## config.mk

```make
export PLATFORM = sky130hd
export DESIGN_NAME = ysyx_23060203_csr_ctrl
export DESIGN_NICKNAME = d
export VERILOG_FILES = /design/src/rtl/ysyx_23060203_csr_ctrl_pkg.sv /design/src/rtl/ysyx_23060203_csr_alu.sv /design/src/rtl/ysyx_23060203_csr_ctrl.sv
export SDC_FILE = /design/constraint.sdc
export NUM_CORES = 1
export LEC_CHECK = 0
export ABC_CLOCK_PERIOD_IN_PS = 14200
export CORE_MARGIN = 2
export CORE_UTILIZATION = 47
export DETAILED_ROUTE_END_ITERATION = 7
export PLACE_DENSITY_LB_ADDON = 0.3
export SKIP_CTS_REPAIR_TIMING = 1
export SLEW_MARGIN = 10
export SYNTH_ARGS = -nofsm -noshare
export SYNTH_HDL_FRONTEND = slang
export SYNTH_SLANG_ARGS = --single-unit
```

## constraint.sdc

```tcl
create_clock -name clk -period 14.2 [get_ports clk]
set_input_delay 2.13 -clock clk [delete_from_list [all_inputs] [get_ports clk]]
set_output_delay 2.13 -clock clk [all_outputs]
set_load 0.02 [all_outputs]
```

## src/rtl/ysyx_23060203_csr_ctrl_pkg.sv

```systemverilog
// ysyx_23060203_csr_ctrl_pkg
// Shared definitions for the CSR sequencing front-end: request op encodings,
// the machine-mode CSR addresses it touches, the ECALL cause code, the
// sequencer state enum and the mstatus interrupt-stack bit positions.
// The mstatus stack helper is used only when YSYX_CSR_MSTATUS_STACK_EN is set.

package ysyx_23060203_csr_ctrl_pkg;

    // Request op encodings as resolved by decode; 5..7 are reserved
    localparam logic [2:0] OP_CSRRW = 3'd0;
    localparam logic [2:0] OP_CSRRS = 3'd1;
    localparam logic [2:0] OP_CSRRC = 3'd2;
    localparam logic [2:0] OP_ECALL = 3'd3;
    localparam logic [2:0] OP_MRET  = 3'd4;

    // Machine-mode CSR addresses used by the trap sequences
    localparam logic [11:0] CSR_MSTATUS = 12'h300;
    localparam logic [11:0] CSR_MTVEC   = 12'h305;
    localparam logic [11:0] CSR_MEPC    = 12'h341;
    localparam logic [11:0] CSR_MCAUSE  = 12'h342;

    // mcause value for an environment call from M-mode
    localparam logic [31:0] MCAUSE_ECALL = 32'd11;

    // mstatus bit positions for the interrupt-enable stack
    localparam int MSTATUS_MIE    = 3;
    localparam int MSTATUS_MPIE   = 7;
    localparam int MSTATUS_MPP_LO = 11;
    localparam int MSTATUS_MPP_HI = 12;

    // Sequencer states
    typedef enum logic [2:0] {
        ST_IDLE,
        ST_READ,
        ST_WRITE,
        ST_MSTAT,
        ST_RESP
    } state_t;

    // True for the three read-modify-write CSR instructions
    function automatic logic is_csr_op(input logic [2:0] op);
        return (op == OP_CSRRW) || (op == OP_CSRRS) || (op == OP_CSRRC);
    endfunction

    // New mstatus after a trap entry (ECALL) or trap return (MRET).
    // ECALL pushes MIE into MPIE and disables interrupts; MRET pops it back
    // and re-arms MPIE. Only M-mode exists, so MPP is always forced to 2'b11.
    function automatic logic [31:0] mstatus_stack(input logic [2:0] op,
                                                  input logic [31:0] old);
        logic [31:0] v;
        v = old;
        if (op == OP_ECALL) begin
            v[MSTATUS_MPIE] = old[MSTATUS_MIE];
            v[MSTATUS_MIE]  = 1'b0;
        end else begin
            v[MSTATUS_MIE]  = old[MSTATUS_MPIE];
            v[MSTATUS_MPIE] = 1'b1;
        end
        v[MSTATUS_MPP_HI:MSTATUS_MPP_LO] = 2'b11;
        return v;
    endfunction

endpackage

```

## src/rtl/ysyx_23060203_csr_alu.sv

```systemverilog
// ysyx_23060203_csr_alu
// Combinational new-value computation for CSRRW/CSRRS/CSRRC. Set/clear forms
// with a zero source field perform no write at all, so side effects of a
// write never occur for a pure read. Trap and reserved ops never write here.

module ysyx_23060203_csr_alu
    import ysyx_23060203_csr_ctrl_pkg::*;
(
    input  logic [2:0]  op,
    input  logic [31:0] old,
    input  logic [31:0] src,
    input  logic        src_zero,
    output logic        wen,
    output logic [31:0] wdata
);

    // Select write enable and value from the op; no write by default
    always_comb begin
        wen   = 1'b0;
        wdata = 32'h0;
        case (op)
            OP_CSRRW: begin
                wen   = 1'b1;
                wdata = src;
            end
            OP_CSRRS: begin
                wen   = !src_zero;
                wdata = old | src;
            end
            OP_CSRRC: begin
                wen   = !src_zero;
                wdata = old & ~src;
            end
            default: begin
                wen   = 1'b0;
                wdata = 32'h0;
            end
        endcase
    end

endmodule

```

## src/rtl/ysyx_23060203_csr_ctrl.sv

```systemverilog
// ysyx_23060203_csr_ctrl
// Sequencing front-end for the machine-mode CSR file. Takes one CSR op or trap
// event per handshake, reads the CSR file's combinational port, drives its two
// synchronous write ports and returns the old value plus any PC redirect.
// Sequence: IDLE -> READ -> WRITE -> [MSTAT] -> RESP -> IDLE.
// Optional feature macro: YSYX_CSR_MSTATUS_STACK_EN adds the MSTAT cycle in
// which ECALL/MRET update the mstatus interrupt-enable stack.

module ysyx_23060203_csr_ctrl
    import ysyx_23060203_csr_ctrl_pkg::*;
(
    input  logic        clk,
    input  logic        rst,
    input  logic        req_valid,
    output logic        req_ready,
    input  logic [2:0]  req_op,
    input  logic [11:0] req_addr,
    input  logic [31:0] req_src,
    input  logic        req_src_zero,
    input  logic [31:0] req_pc,
    output logic        resp_valid,
    input  logic        resp_ready,
    output logic [31:0] resp_rdata,
    output logic        resp_redirect,
    output logic [31:0] resp_target,
    output logic [11:0] csr_raddr,
    input  logic [31:0] csr_rdata,
    output logic        csr_wen1,
    output logic [11:0] csr_waddr1,
    output logic [31:0] csr_wdata1,
    output logic        csr_wen2,
    output logic [11:0] csr_waddr2,
    output logic [31:0] csr_wdata2
);

`ifdef YSYX_CSR_MSTATUS_STACK_EN
    localparam logic STACK_EN = 1'b1;
`else
    localparam logic STACK_EN = 1'b0;
`endif

    state_t      state;
    state_t      state_next;

    logic [2:0]  op_q;
    logic [11:0] addr_q;
    logic [31:0] src_q;
    logic        src_zero_q;
    logic [31:0] pc_q;
    logic [31:0] old_q;

    logic        alu_wen;
    logic [31:0] alu_wdata;
    logic        is_trap;

    assign is_trap = (op_q == OP_ECALL) || (op_q == OP_MRET);

    ysyx_23060203_csr_alu u_alu (
        .op       (op_q),
        .old      (old_q),
        .src      (src_q),
        .src_zero (src_zero_q),
        .wen      (alu_wen),
        .wdata    (alu_wdata)
    );

    // State register; reset aborts any sequence in flight
    always_ff @(posedge clk or posedge rst) begin
        if (rst) begin
            state <= ST_IDLE;
        end else begin
            state <= state_next;
        end
    end

    // Next-state: fixed walk through the sequence, RESP waits for the consumer
    always_comb begin
        state_next = state;
        case (state)
            ST_IDLE: begin
                if (req_valid) begin
                    state_next = ST_READ;
                end
            end
            ST_READ: begin
                state_next = ST_WRITE;
            end
            ST_WRITE: begin
                if (STACK_EN && is_trap) begin
                    state_next = ST_MSTAT;
                end else begin
                    state_next = ST_RESP;
                end
            end
            ST_MSTAT: begin
                state_next = ST_RESP;
            end
            ST_RESP: begin
                if (resp_ready) begin
                    state_next = ST_IDLE;
                end
            end
            default: begin
                state_next = ST_IDLE;
            end
        endcase
    end

    // Capture the request only when accepted in IDLE; later req_valid is ignored
    always_ff @(posedge clk or posedge rst) begin
        if (rst) begin
            op_q       <= OP_CSRRW;
            addr_q     <= 12'h0;
            src_q      <= 32'h0;
            src_zero_q <= 1'b0;
            pc_q       <= 32'h0;
        end else if (state == ST_IDLE && req_valid) begin
            op_q       <= req_op;
            addr_q     <= req_addr;
            src_q      <= req_src;
            src_zero_q <= req_src_zero;
            pc_q       <= req_pc;
        end
    end

    // Capture the CSR read value once; it feeds the ALU, rdata and the target
    always_ff @(posedge clk or posedge rst) begin
        if (rst) begin
            old_q <= 32'h0;
        end else if (state == ST_READ) begin
            old_q <= csr_rdata;
        end
    end

    // Read address: the op's CSR in READ, mstatus in MSTAT, zero otherwise
    always_comb begin
        csr_raddr = 12'h0;
        case (state)
            ST_READ: begin
                case (op_q)
                    OP_CSRRW, OP_CSRRS, OP_CSRRC: csr_raddr = addr_q;
                    OP_ECALL:                     csr_raddr = CSR_MTVEC;
                    OP_MRET:                      csr_raddr = CSR_MEPC;
                    default:                      csr_raddr = 12'h0;
                endcase
            end
            ST_MSTAT: begin
                csr_raddr = CSR_MSTATUS;
            end
            default: begin
                csr_raddr = 12'h0;
            end
        endcase
    end

    // Write ports: active only in WRITE/MSTAT and killed at once by reset,
    // so nothing partial is committed on the edge that sees reset high
    always_comb begin
        csr_wen1   = 1'b0;
        csr_waddr1 = 12'h0;
        csr_wdata1 = 32'h0;
        csr_wen2   = 1'b0;
        csr_waddr2 = 12'h0;
        csr_wdata2 = 32'h0;
        if (!rst) begin
            case (state)
                ST_WRITE: begin
                    if (op_q == OP_ECALL) begin
                        csr_wen1   = 1'b1;
                        csr_waddr1 = CSR_MEPC;
                        csr_wdata1 = pc_q;
                        csr_wen2   = 1'b1;
                        csr_waddr2 = CSR_MCAUSE;
                        csr_wdata2 = MCAUSE_ECALL;
                    end else if (alu_wen) begin
                        csr_wen1   = 1'b1;
                        csr_waddr1 = addr_q;
                        csr_wdata1 = alu_wdata;
                    end
                end
                ST_MSTAT: begin
                    csr_wen1   = 1'b1;
                    csr_waddr1 = CSR_MSTATUS;
                    csr_wdata1 = mstatus_stack(op_q, csr_rdata);
                end
                default: begin
                    csr_wen1 = 1'b0;
                    csr_wen2 = 1'b0;
                end
            endcase
        end
    end

    // Response fields are shown only in RESP and held there while stalled
    always_comb begin
        req_ready     = (state == ST_IDLE);
        resp_valid    = 1'b0;
        resp_rdata    = 32'h0;
        resp_redirect = 1'b0;
        resp_target   = 32'h0;
        if (state == ST_RESP) begin
            resp_valid = 1'b1;
            if (is_csr_op(op_q)) begin
                resp_rdata = old_q;
            end
            if (op_q == OP_ECALL) begin
                resp_redirect = 1'b1;
                resp_target   = {old_q[31:2], 2'b00};
            end else if (op_q == OP_MRET) begin
                resp_redirect = 1'b1;
                resp_target   = old_q;
            end
        end
    end

endmodule

```

==> results of run 1 <==
[layout make-up]
class,count,area (um2)
Clock inverter,10,105.1
Inverter,4,17.52
Tap cell,180,225.2
Sequential cell,115,2879
Clock buffer,22,484.2
Timing Repair Buffer,252,2510
Fill cell,1078,4327
Multi-Input combinational cell,456,3333
[cells by family (layout without fill, tap and decap cells)]
| group | after synthesis | count (layout) |
|---|---|---|
| mux | 112 | 112 |
| flops | 115 | 115 |
| xor+xnor | 1 | 1 |
| simple gates | 162 | 162 |
| compound gates | 144 | 144 |
| other cells | 1 | 37 |
| buf+inv | 95 | 288 |
[path summary, 6_finish.rpt]
| kind | cells past startpoint | slack [ps] | startpoint | to |
|---|---|---|---|---|
| worst min-delay path | 1 | 500 | pc_q[5]$_DFFE_PP0P_ | pc_q[5]$_DFFE_PP0P_ |
| min in group asynchronous | 3 | 2340 | rst | op_q[0]$_DFFE_PP0P_ |
| worst max register to register | 3 | 11820 | state[0]$_DFFE_PP0P_ | src_q[31]$_DFFE_PP0P_ |
| max in group asynchronous | 4 | 10370 | rst | op_q[1]$_DFFE_PP0P_ |
| worst min register to register | 1 | 500 | pc_q[5]$_DFFE_PP0P_ | pc_q[5]$_DFFE_PP0P_ |
| worst max-delay path | 8 | 7160 | rst | csr_wdata1[16] |
[registers in the layout (all words and copies together) (netlist names)]
register and flops:
pc_q 32, state 3, old_q 32, addr_q 12, src_q 32, op_q 3
src_zero_q 1
[cell usage after synthesis (all sizes together) (4+ instances only)]
| library cell | number |
|---|---|
| a22oi | 21 |
| nand2 | 5 |
| and3 | 5 |
| a21o | 9 |
| nor2 | 15 |
| nor3 | 5 |
| nor3b | 7 |
| o21a | 5 |
| buf | 72 |
| a21oi | 38 |
| dfrtp | 115 |
| o22ai | 22 |
| and2 | 80 |
| o21ai | 35 |
| clkbuf | 19 |
| a222oi | 8 |
| nand2b | 14 |
| nor2b | 25 |
| mux2 | 112 |
| inv | 4 |
[metal layers]
| layer | global-route usage [%] | up-vias | wire length (um) |
|---|---|---|---|
| met5 | 0 | - | 0 |
| met4 | 10.44 | 0 | 470 |
| met3 | 7.242 | 34 | 1542 |
| met2 | 44.06 | 287 | 10090 |
| met1 | 31.22 | 2822 | 7821 |
| li1 | - | 2585 | - |
[critical path, cell delays in order]
cell and delay (ps):
clkdlybuf4s50_1 400, buf_4 250, or3b_1 590, nor3_2 250, o21ai_2 210, buf_4 260, o22ai_1 160, clkdlybuf4s50_1 650
[power groups by stage]
| stage | sequential (mW) | combinational, mW | clock [mW] |
|---|---|---|---|
| finish | 0.676 | 0.727 | 0.420 |
| floorplan | 0.584 | 0.584 | 0 |
| CTS | 0.673 | 0.732 | 0.426 |
| detailed placement | 0.676 | 0.727 | 0 |
| global placement | 0.661 | 0.709 | 0 |
| global route | 0.703 | 0.787 | 0.441 |
[through the flow]
step / cell area [um2] / worst slack, ps / utilization, %
after CTS: 9554 / 7160 / 68.83
final: 9554 / 7159 / 68.83
after floorplan: 6827 / 6439 / -
after detailed placement: 8965 / 7174 / 64.58
after global placement: 8965 / 7268 / 64.58
after global routing: 9554 / 7031 / 68.83
[layout by cell type (no fill, tap or decap), types with 3 or more instances in the layout]
cell type,synthesis,layout
a21o_1,9,9
nor2_1,14,13
o21ai_0,33,33
clkbuf_8,0,4
dfrtp_1,115,114
nor3_2,2,3
and2_1,80,79
mux2_1,7,7
nand2b_1,13,13
inv_1,4,3
nor3b_1,7,7
a22oi_1,21,21
buf_4,48,5
a21oi_1,38,38
mux2_2,105,105
nand2_1,5,5
clkdlybuf4s50_1,0,247
clkinv_2,0,6
a222oi_1,8,8
and3_1,5,5
clkbuf_16,0,17
o21a_1,4,4
conb_1,1,37
o22ai_1,22,22
nor2b_1,25,25
==> reports/metrics.yaml, run 1 <==
layout:
  n_antenna_cell: 0
  syn2layout_area_growth_pct: 42.78
  drive_gt1_share_pct: 17.81
  fin_cells: 1039
  final_nets: 962
logic_synthesis:
  netlist_area_um2: 6691
  synth_top_area_share_pct: 43.01
  synth_compound_area_share_pct: 13.37
  synthTopCellsByArea: "dfrtp_1, mux2_2, and2_1"
  synth_edf_count: 0
  yosys.area.top_type: "dfrtp_1"
  ys.warnings.count: 0
  synth_ff_type: "dfrtp_1"
  synth-seq-cells: 115
  synth_fa_ha_area_share_pct: 0
  muxShareOfSynthArea_pct: 18.85
  synth_xor_area_share_pct: 0.1309
  synthArstFlopShare_pct: 100.0
  netlist_instances: 630
  yosysSeqAreaShare_pct: 43.01
  synth_cell_types: 41
  synth.avg_cell_area_um2: 10.62
  synth_top_family_by_area: "multiplexers"
  synthSimpleGateAreaFrac_pct: 15.11
drt:
  wl_per_cell_um: 19.17
  first_iter_violations: 277
  vias: 5728
  drtAntennaViolNets: 0
  wirelength_mm: 19.92
  drc: 0
  via_per_inst: 5.513
  drt_pass1_iterations: 5
global_routing:
  grt_pass1_wl_mm: 30.08
  grt_max_degree: 82
  grt_usage_pct: 26.02
  grt_pass1_vias: 5703
  gr-total-overflow: 0
  antenna_found_initial: 0
placed_design:
  port_buffers: 247
  gp_congestion: 0.8308
  dpl.cell_count: 1007
  dp_hpwl_mm: 13.71
critical_path:
  required_ps: 12070
  worstPathArrival_ps: 4910
  critical_path_class: "in2out"
  endpoint_kind: "primary output"
  critPathMaxFanout: 25
  worstSetupStartpointType: "input port"
sta:
  fmax_ghz: 0.1420
  tightestPinTransition_ps: 1214
  slew_headroom_pct: 18.90
  rsz0062_at_grt: "no"
  maxSlewViolCount: 0
  setup-tns-final_ps: 0
  fin_skew_ps: 8.854
  finalWorstPathRequiredPeriod_ps: 7041
  fin_hold_ws_ps: 498.8
  fin_crit_sh_pct: 49.58
  hold_viol: 0
  setup_violations: 0
clock_network:
  clk_pin_slew_ps: 50
  cts_inserted_buffers: 17
  ctsRootBufferMaster: "clkbuf_16"
  cts_buffer_depth: 2
  clock_sinks: 115
  clk_latency_ps: 410
  cts_tree: "done"
  cts_max_level: 4
power:
  p_per_area_nw_per_um2: 190.9
  netSwitchingFraction_pct: 36.53
  p_int_mw: 1.157
  p_total_mw: 1.823
  power.share.clock_pct: 23.0
  combPwrFrac_pct: 39.9
  power.share.sequential_pct: 37.1
  peakVddDrop_mv: 0.09905
  p_leak_nw: 3.758
  p_sw_mw: 0.6661
die:
  die_width_um: 123.3
  ios: 285
  initial_utilization_pct: 48.21
  die_area_um2: 15210
  die_y_um: 123.3
  core_um2: 13880
  fp-row-count: 43
job:
  drv_cap: 0
outcome:
  outcome: "finished clean"
hold_path:
  hp-class: "reg2reg"
Power figures use the tool's default switching activity.
==> inputs of run 2 (changes only) <==
- ABC_CLOCK_PERIOD_IN_PS: 14200 -> 7320
- CORE_UTILIZATION: 47 -> 43
- clock period: 14.2 -> 7.32 ns (I/O delays scaled with it)
==> run 2 against run 1 <==
  * Global-route usage fell by 0.62 points
  * Non-clock buffer count unchanged
  * Die area grew 9.0%
  * Clock skew shrank 3.3 ps
==> reports/metrics.yaml, run 2 (synthesized netlist as in run 1, its figures left out) <==
critical_path:
  critical_path_class: "reg2out"
  worstPathArrival_ps: 3990  # -920 ps
  crit_chain: "and2_1 > and2b_1 > o21a_1 > and2_1 > clkdlybuf4s50_1"
  cp_slowest_stage_delay_ps: 950  # +300 ps
  critPathMaxFanout: 49  # +96%
  crit_top_cell: "and2_1"
  endpoint_kind: "primary output"
  crit_slowest_cell: "dfrtp_2"
  worstSetupStartpointType: "register"
  required_ps: 6220  # -5850 ps
sta:
  finalWorstPathRequiredPeriod_ps: 5088
  fin_hold_ws_ps: 498.0  # -0.8130 ps
  setup-tns-final_ps: 0  # unchanged
  maxSlewViolCount: 0  # unchanged
  hold_viol: 0  # unchanged
  fin_skew_ps: 5.570  # -3.285 ps
  slew_headroom_pct: 21.73  # +2.8 points
  rsz0062_at_grt: "no"
  fin_crit_sh_pct: 69.51
  setup_violations: 0  # unchanged
  fmax_ghz: 0.1965
  tightestPinTransition_ps: 1174  # -39.59 ps
  fin_ws_ps: 2232  # -4928 ps
layout:
  syn2layout_area_growth_pct: 42.50
  fill_cells: 1226  # +14%
  multi_input_area_um2: 3341  # +0.23%
  layout_common_cells: "clkdlybuf4s50_1, dfrtp_1, mux2_2"
  reg.largest.list: "old_q (32), pc_q (32), src_q (32)"
  drive_gt1_share_pct: 17.72  # -0.096 points
  finish.utilization_pct: 62.72  # -6.1 points
  final_common_cell: "clkdlybuf4s50_1"
  fin_cells: 1047  # +0.77%
  seq_area_um2: 2879  # unchanged
  final_nets: 962  # unchanged
job:
  drv_cap: 0  # unchanged
global_routing:
  gr-total-overflow: 0  # unchanged
  grt_usage_pct: 25.40  # -0.62 points
  grt_pass1_vias: 5901  # +3.5%
  grt_pass1_wl_mm: 32.11  # +6.7%
  grt_max_degree: 82  # unchanged
  antenna_found_initial: 1  # +1
power:
  power.share.clock_pct: 21.8  # -1.2 points
  power.share.sequential_pct: 37.4  # +0.3 points
  combPwrFrac_pct: 40.8  # +0.9 points
  p_leak_nw: 3.727  # -0.81%
  netSwitchingFraction_pct: 37.42  # +0.89 points
  peakVddDrop_mv: 0.2170  # +120%
  p_sw_mw: 1.308  # +96%
  p_int_mw: 2.187  # +89%
  p_per_area_nw_per_um2: 366.5  # +92%
drt:
  first_iter_violations: 265  # -4.3%
  wirelength_mm: 20.93  # +5.0%
  drtAntennaViolNets: 0  # unchanged
  vias: 5762  # +0.59%
  drt_pass1_iterations: 4  # -1
  wl_per_cell_um: 19.99  # +4.2%
  drc: 0  # unchanged
  via_per_inst: 5.503  # -0.18%
die:
  die_y_um: 128.7  # +4.4%
  die_width_um: 128.7  # +4.4%
  fp-row-count: 45  # +4.7%
  initial_utilization_pct: 44.02  # -4.2 points
  core_um2: 15200  # +9.5%
  die_area_um2: 16580  # +9.0%
  ios: 285  # unchanged
outcome:
  outcome: "finished clean"
clock_network:
  cts_buffer_depth: 2  # unchanged
  cts_inserted_buffers: 17  # unchanged
  ctsRootBufferMaster: "clkbuf_16"
  clock_sinks: 115  # unchanged
  clk_pin_slew_ps: 50  # about the same
  clk_latency_ps: 410  # about the same
  cts_max_level: 4  # unchanged
  cts_tree: "done"
placed_design:
  gp_congestion: 0.8301  # about the same
  dpl.cell_count: 1015  # +0.79%
  place_ws_ps: 2241  # -4934 ps
  dp_hpwl_mm: 14.27  # +4.1%
  port_buffers: 247  # unchanged
hold_path:
  hp-class: "reg2reg"
-- run 2: cell count changes in the layout (fill, tap and decap cells not counted), sizes merged --
cell and change:
diode +1, clkbuf +1, clkinvlp +3, clkinv -3, bufinv -2
-- run 2: final cells by class --
class | instances | share of cell area [%]
multi-input combinational | 456 | 35.03
sequential | 115 | 30.19
timing repair buffer | 252 | 26.32
clock buffer | 23 | 5.222
tap | 188 | 2.467
clock inverter | 8 | 0.5511
inverter | 4 | 0.1837
antenna | 1 | 0.02624
-- run 2: per-stage QoR --
stage	cell area (um2)	power, mW
5_1_grt	9535	3.717
4_1_cts	9525	3.513
6_report	9535	3.495
2_1_floorplan	6827	2.266
3_3_place_gp	8975	2.674
3_5_place_dp	8975	2.735
-- run 2: power groups by stage --
stage               clock (mW)  combinational (mW)  sequential (mW)
detailed placement           0                1.42             1.31
global route             0.803                1.55             1.37
floorplan                    0                1.13             1.13
CTS                      0.776                1.43             1.30
finish                   0.763                1.42             1.31
global placement             0                1.39             1.28
-- run 2: path summary, 6_finish.rpt --
check / from / to / slack [ps] / depth (start not counted)
worst max register to register: state[1]$_DFFE_PP0P_ / pc_q[27]$_DFFE_PP0P_ / 4940 / 3
worst max-delay path: op_q[1]$_DFFE_PP0P_ / resp_target[13] / 2230 / 5
min in group asynchronous: rst / op_q[2]$_DFFE_PP0P_ / 1380 / 3
max in group asynchronous: rst / pc_q[14]$_DFFE_PP0P_ / 4660 / 4
worst min register to register: pc_q[4]$_DFFE_PP0P_ / pc_q[4]$_DFFE_PP0P_ / 500 / 1
worst min-delay path: pc_q[4]$_DFFE_PP0P_ / pc_q[4]$_DFFE_PP0P_ / 500 / 1
-- run 2: metal layers --
layer	routed length, um	vias up	track usage [%]	share of wire [%]
met5	0	-	0	0
li1	-	2589	-	-
met3	1600	49	7.193	7.6
met2	10330	279	42.73	49
met1	8295	2845	30.02	40
met4	700	0	12.21	3.3
-- run 2: critical path: cells and delay by family (launching register included) --
family	cells	cell delay, ps
flops	1	950
simple gates	3	1040
buf+inv	1	640
compound gates	1	940
